[src/rtl/adc_avg_sequencer.sv]
// Runs a settle delay then 2^k driver conversions per cs pulse and reports the truncated mean.
// All outputs are registered; timeouts in either handshake phase abort with err set and rdy returned.
module adc_avg_sequencer #(
    parameter int DATA_W        = 14,
    parameter int MAX_LOG2      = 4,
    parameter int SETTLE_CYCLES = 8,
    parameter int TIMEOUT       = 255
) (
    input  logic              clk,
    input  logic              rst,
    input  logic              cs,
    input  logic [2:0]        avg_log2,
    output logic              rdy,
    output logic [DATA_W-1:0] adc_out,
    output logic              err,
    output logic              drv_cs,
    input  logic              drv_rdy,
    input  logic [DATA_W-1:0] drv_data
);

    localparam int ACC_W = DATA_W + MAX_LOG2;
    localparam int CNT_W = MAX_LOG2 + 1;
    localparam logic [7:0] SETTLE_LAST  = 8'(SETTLE_CYCLES - 1);
    localparam logic [7:0] TIMEOUT_LAST = 8'(TIMEOUT - 1);
    localparam logic [2:0] K_MAX        = 3'(MAX_LOG2);

    typedef enum logic [2:0] {
        S_IDLE,
        S_SETTLE,
        S_START,
        S_WAIT_LO,
        S_WAIT_HI,
        S_CHECK,
        S_DONE,
        S_ABORT
    } state_t;

    state_t            state_q, state_d;
    logic [2:0]        kq_q, kq_d;
    logic [ACC_W-1:0]  acc_q, acc_d;
    logic [CNT_W-1:0]  scnt_q, scnt_d;
    logic [7:0]        tcnt_q, tcnt_d;
    logic              rdy_q, rdy_d;
    logic [DATA_W-1:0] adc_q, adc_d;
    logic              err_q, err_d;
    logic              drv_cs_q, drv_cs_d;

    always_comb begin
        state_d  = state_q;
        kq_d     = kq_q;
        acc_d    = acc_q;
        scnt_d   = scnt_q;
        tcnt_d   = tcnt_q;
        rdy_d    = rdy_q;
        adc_d    = adc_q;
        err_d    = err_q;
        drv_cs_d = 1'b0;

        case (state_q)
            S_IDLE: begin
                if (cs) begin
                    kq_d    = (avg_log2 > K_MAX) ? K_MAX : avg_log2;
                    acc_d   = '0;
                    scnt_d  = '0;
                    tcnt_d  = '0;
                    err_d   = 1'b0;
                    rdy_d   = 1'b0;
                    state_d = S_SETTLE;
                end
            end
            S_SETTLE: begin
                // drv_cs is registered, so it is raised on the edge that enters START
                if (tcnt_q == SETTLE_LAST) begin
                    tcnt_d   = '0;
                    drv_cs_d = 1'b1;
                    state_d  = S_START;
                end else begin
                    tcnt_d = tcnt_q + 8'd1;
                end
            end
            S_START: begin
                tcnt_d  = '0;
                state_d = S_WAIT_LO;
            end
            S_WAIT_LO: begin
                if (!drv_rdy) begin
                    tcnt_d  = '0;
                    state_d = S_WAIT_HI;
                end else if (tcnt_q == TIMEOUT_LAST) begin
                    state_d = S_ABORT;
                end else begin
                    tcnt_d = tcnt_q + 8'd1;
                end
            end
            S_WAIT_HI: begin
                if (drv_rdy) begin
                    acc_d   = acc_q + ACC_W'(drv_data);
                    scnt_d  = scnt_q + CNT_W'(1);
                    state_d = S_CHECK;
                end else if (tcnt_q == TIMEOUT_LAST) begin
                    state_d = S_ABORT;
                end else begin
                    tcnt_d = tcnt_q + 8'd1;
                end
            end
            S_CHECK: begin
                if (scnt_q == (CNT_W'(1) << kq_q)) begin
                    state_d = S_DONE;
                end else begin
                    drv_cs_d = 1'b1;
                    state_d  = S_START;
                end
            end
            S_DONE: begin
                adc_d   = DATA_W'(acc_q >> kq_q);
                rdy_d   = 1'b1;
                state_d = S_IDLE;
            end
            S_ABORT: begin
                err_d   = 1'b1;
                rdy_d   = 1'b1;
                state_d = S_IDLE;
            end
            default: state_d = S_IDLE;
        endcase
    end

    always_ff @(posedge clk) begin
        if (rst) begin
            state_q  <= S_IDLE;
            kq_q     <= '0;
            acc_q    <= '0;
            scnt_q   <= '0;
            tcnt_q   <= '0;
            rdy_q    <= 1'b1;
            adc_q    <= '0;
            err_q    <= 1'b0;
            drv_cs_q <= 1'b0;
        end else begin
            state_q  <= state_d;
            kq_q     <= kq_d;
            acc_q    <= acc_d;
            scnt_q   <= scnt_d;
            tcnt_q   <= tcnt_d;
            rdy_q    <= rdy_d;
            adc_q    <= adc_d;
            err_q    <= err_d;
            drv_cs_q <= drv_cs_d;
        end
    end

    assign rdy     = rdy_q;
    assign adc_out = adc_q;
    assign err     = err_q;
    assign drv_cs  = drv_cs_q;

endmodule

[config.mk]
export PLATFORM = sky130hd
export DESIGN_NAME = adc_avg_sequencer
export DESIGN_NICKNAME = d
export VERILOG_FILES = /design/src/rtl/adc_avg_sequencer.sv
export SDC_FILE = /design/constraint.sdc
export NUM_CORES = 1
export LEC_CHECK = 0
export BUFFER_PORTS_ARGS = -buffer_cell sky130_fd_sc_hd__buf_2
export CAP_MARGIN = 20
export CORE_ASPECT_RATIO = 0.7
export CORE_UTILIZATION = 55
export CTS_BUF_LIST = sky130_fd_sc_hd__clkbuf_8
export CTS_CLUSTER_DIAMETER = 120
export DETAILED_ROUTE_END_ITERATION = 16
export PLACE_DENSITY = 0.82
export RECOVER_POWER = 25
export SLEW_MARGIN = 20
export SYNTH_ARGS = -nofsm -noshare
export SYNTH_HDL_FRONTEND = slang
export SYNTH_SLANG_ARGS = --single-unit
[constraint.sdc]
create_clock -name clk -period 3.5 [get_ports clk]
set_clock_uncertainty 0.05 [all_clocks]
set_input_delay 0 -clock clk [delete_from_list [all_inputs] [get_ports clk]]
set_output_delay 0 -clock clk [all_outputs]
set_load 0.02 [all_outputs]
Word level (Yosys, flattened, before mapping) --
Index checks and enable logic that the tools add are counted.
Operators by class: $add $sub $neg 3, $mul 0, divide/modulo/power cells 0, order comparisons 1, eq/ne operators 14, shift operators 2, multiplexer cells 26, bitwise operators 0, reduce and logical (&&, ||, !) cells 12
Operator list (count):
- $mux W8 | 5
- $pmux W8 S5 | 1
- $mux W18 | 2
- $pmux W18 S2 | 1
- $mux W3 | 7
- $pmux W3 S7 | 1
- $add A18 B14 Y18 | 1
- $shr A18 B3 Y14 | 1
- $eq A3 B3 Y1 const B | 4
- $mux W5 | 2
- $pmux W5 S2 | 1
- $add A8 B1 Y8 const B | 1
- $eq A8 B3 Y1 const B | 1
- $eq A8 B8 Y1 const B | 1
- $ne A2 B2 Y1 const B | 4
- $reduce_and A2 Y1 | 4
- $eq A3 B2 Y1 const B | 2
- $pmux W1 S2 | 3
- $reduce_and A3 Y1 | 2
- $reduce_bool A2 Y1 | 3
- $add A5 B1 Y5 const B | 1
- $eq A5 B5 Y1 | 1
- $reduce_bool A5 Y1 | 1
- $shl A1 B3 Y5 const A | 1
- 5 further kinds | 7
Storage, ports and cells: flip-flop bits (word level) 54, bits in latches 0, RAM bits 0, memory bits (read-only) 0, input bits 21, output and inout bits 17, logic and storage cells 67, memories 0

Longest topological paths before layout --
depth after elaboration 4, mapped depth 9, depth with buffers taken out 9

Worst setup path after synthesis --
Ideal clock, no wire load.
path kind register to register, start register acc_q[0], end register acc_q[10], setup time 0.062 ns, arrival time 1.928 ns, data required time 3.388 ns, slack 1.460 ns, stages on the path, launching flop included 10, buffers on the path 0, period minus slack after synthesis 2.040 ns, cells stage by stage dfxtp_1 > ha_1 > inv_1 > fa_1 > nor2b_1 > o2111ai_1 > a21oi_1 > nor2_1 > or4_1 > nand3_1
Between the ends: cells in the longest elaborated chain, start to end 3
Ends and longest elaborated chain:
- from (decl) | line 40 | logic [ACC_W-1:0] acc_q, acc_d;
- from (signal assigned) | line 132 | acc_q <= '0;
- from (signal assigned) | line 142 | acc_q <= acc_d;
- $add A18 B14 Y18 | line 97 | acc_d = acc_q + ACC_W'(drv_data);
- $mux W18 | line 96 | if (drv_rdy) begin
- $pmux W18 S2 | line 59 | case (state_q)
No other way between the ends. The select of a mux whose other input is x is not followed. A chain may end at the register's enable or synchronous reset.

Final worst setup path --
start register acc_q[0], end register acc_q[12]
Same word-level chain as after synthesis.

==> results_dict.tcl <==
set metrics [dict create \
    antenna_found_initial 0 \
    synthCells 443 \
    final_antenna_net_count 0 \
    ys_seq_area_share_pct 29.2 \
    core_area_sq_um 6370 \
    hold_buffers 4 \
    fin_crit_ps 2490 \
    p_leak_nw 1.52 \
    cp_cell_sequence "ha_1 -> inv_1 -> fa_1 -> nor2b_1 -> o2111ai_1 -> a21oi_1 -> o211ai_1 -> and3b_1 -> o31ai_1" \
    synth_ff_type "dfxtp_1" \
    min_path_type "in -> reg" \
    hold_start "drv_data[0]" \
    cp.arrival_ps 2670 \
    yosysWarnings 0 \
    pre_cts_slack_ps 1110 \
    power_density_nw_per_um2 320 \
    top_layer "met4" \
    post_drt_wl_per_cell_um 16.5 \
    rrSetupSlack_ps 1010 \
    syn-num-nets 482 \
    hold_viol 0 \
    ios 38 \
    total_power_mw 1.29 \
    port_buffers 37 \
    met3_length_um 584 \
    rsz0062_at_grt "no" \
    required_ps 3680 \
    worst_skew_pair.late_latency_ps 320 \
    fmax_mhz 401 \
    grt_pass1_wl_um 15400 \
    drive_gt1_share_pct 10.2 \
    max_cap_viol_count 0 \
    min_path_cells 4 \
    syn_area_per_cell_sq_um 8.37 \
    synth-seq-cells 54 \
    crit_type "reg -> reg" \
    final_common_cell "dfxtp_1" \
    wl_um 9280 \
    relSlewSlack_pct 25.1 \
    outcome "complete, no violations" \
    cp-end-kind "register" \
    cts_tree "built" \
    die-area_sq_um 7080 \
    worstReg2RegEnd "acc_q[12]" \
    cts_buffers 5 \
    grt_pass1_vias 3091 \
    slew_violations 0 \
    nFillCells 580 \
    cts_resized 0 \
    crit_path_max_incr_delay_ps 400 \
    holdWs_ps 58.0 \
    synth-edff-count 0 \
    async_flop_share_pct 0 \
    root_buffer "clkbuf_8" \
    multiInputGateArea_sq_um 2450 \
    finalNonFillerCells 561 \
    nNetsFinal 508 \
    setup_viol 0 \
    cp_max_fo 3 \
    track_usage_pct 27.1 \
    rr_worst_depth 9 \
    layout_common_cells "dfxtp_1 (54), nor2_1 (43), nand2_1 (38), a21oi_1 (38), mux2i_1 (36)" \
    vias 3463 \
    grt_max_degree 38 \
    ir_drop_mv 0.151 \
    synth.distinct_cells 72 \
    gp_congestion 0.846 \
    drtPass1Iterations 4 \
    clk_path_buf_depth 2 \
    synthToLayoutAreaGrowth_pct 8.78 \
    worst_pin_slew_ps 1120 \
    rr_startpoint "acc_q[0]" \
    setup_slack_ps 1010 \
    min_period_over_period_pct 71.2 \
    clock_sink_count 54 \
    rows 24 \
    netlist_area_sq_um 3710 \
    met2WireLength_um 4090 \
    hold_end "acc_q[0]" \
    overflow 0 \
    n_antenna_cell 0 \
    drt-initial-drc-count 218 \
    hpwl_um 6790 \
    cp_slowest_cell "fa_1" \
    viasPerCell 6.17 \
    critPathLaunchType "register" \
    place_inst 549 \
    wl_met1_um 4520 \
    postCtsSetupBuffers 0 \
    drc 0 \
    start_util_pct 58.2 \
    htreeDepth 2 \
    seqCellArea_sq_um 1080 \
    die_x_um 100 \
    setup_tns_ps 0 \
    fp.dieH_um 70.7 \
    path_clk_slew_ps 100 \
]
==> flip-flops by register name (all words and copies together), names as in the netlist <==
signal	flops
acc_q	18
adc_out	14
drv_cs	1
err	1
kq_q	3
rdy	1
scnt_q	5
state_q	3
tcnt_q	8
==> synthesized netlist by cell type (4+ instances only) <==
cell,count,area [sq um]
nor3_1,8,40.0
a31oi_1,5,31.3
nor2_1,43,161
a21o_1,4,30.0
a211oi_1,15,113
o31ai_1,6,45.0
nand2_1,38,143
o211ai_1,5,37.5
clkbuf_1,10,37.5
buf_2,4,20.0
nor2b_1,4,25.0
o21a_1,4,30.0
xor2_1,9,78.8
nand4_1,7,43.8
o21ai_1,11,55.1
a21oi_1,38,190
xnor2_1,5,43.8
dfxtp_1,54,1080
and3_1,9,56.3
buf_4,6,45.0
ha_1,17,213
o21ai_0,13,65.1
inv_1,14,52.6
nand3_1,11,55.1
mux2i_1,36,360
==> report_power, final <==
group / switching, mW / internal, mW
Combinational: 0.117 / 0.0808
Clock: 0.227 / 0.213
Sequential: 0.0266 / 0.625
==> worst max-delay path by stage <==
stage              from         end  cells past startpoint
2_1_floorplan  acc_q[0]   acc_q[10]                      9
3_3_place_gp    kq_q[1]  state_q[2]                      6
3_5_place_dp   acc_q[0]   acc_q[12]                      9
4_1_cts        acc_q[0]   acc_q[12]                      9
5_1_grt        acc_q[0]   acc_q[12]                      9
6_report       acc_q[0]   acc_q[12]                      9
==> kinds of logic (layout without fill, tap and decap cells) <==
group / after synthesis / in the layout / share of synthesized area, %
compound gates: 129 / 129 / 23.8
xor+xnor: 14 / 14 / 3.31
fa+ha+maj: 18 / 18 / 6.28
buf+inv: 38 / 65 / 4.59
flops: 54 / 54 / 29.2
mux: 40 / 40 / 11.6
simple gates: 150 / 150 / 21.2
==> layer usage <==
metal,global-route usage (%),vias to the layer above
met1,40.5,1653
met3,4.25,7
li1,-,1693
met5,0,-
met2,40.5,110
met4,7.25,0
==> worst max-delay path, delay by kind of cell (launching register included) <==
kind | cells | cell delay [ps]
AO/OA/AOI/OAI | 4 | 880
adder cells (fa/ha/maj) | 2 | 610
buffers and inverters | 1 | 60
flip-flops | 1 | 390
AND/OR/NAND/NOR | 2 | 390
==> layout make-up <==
cell class	instances	share of cell area [%]
inverters	15	1.40
repair buffers	42	5.25
flip-flops and latches	54	26.8
well taps	91	2.82
clock buffers	5	1.71
multi-input cells	351	60.9
clock inverters	3	1.12
==> stage by stage <==
step                      util (%)  instance area [sq um]
after floorplan                  -                   3710
after global placement        61.2                   3900
after detailed placement      61.2                   3900
after CTS                     63.7                   4050
after global routing          63.3                   4030
final                         63.3                   4030
Note: power is estimated with default switching activity, not from simulation.
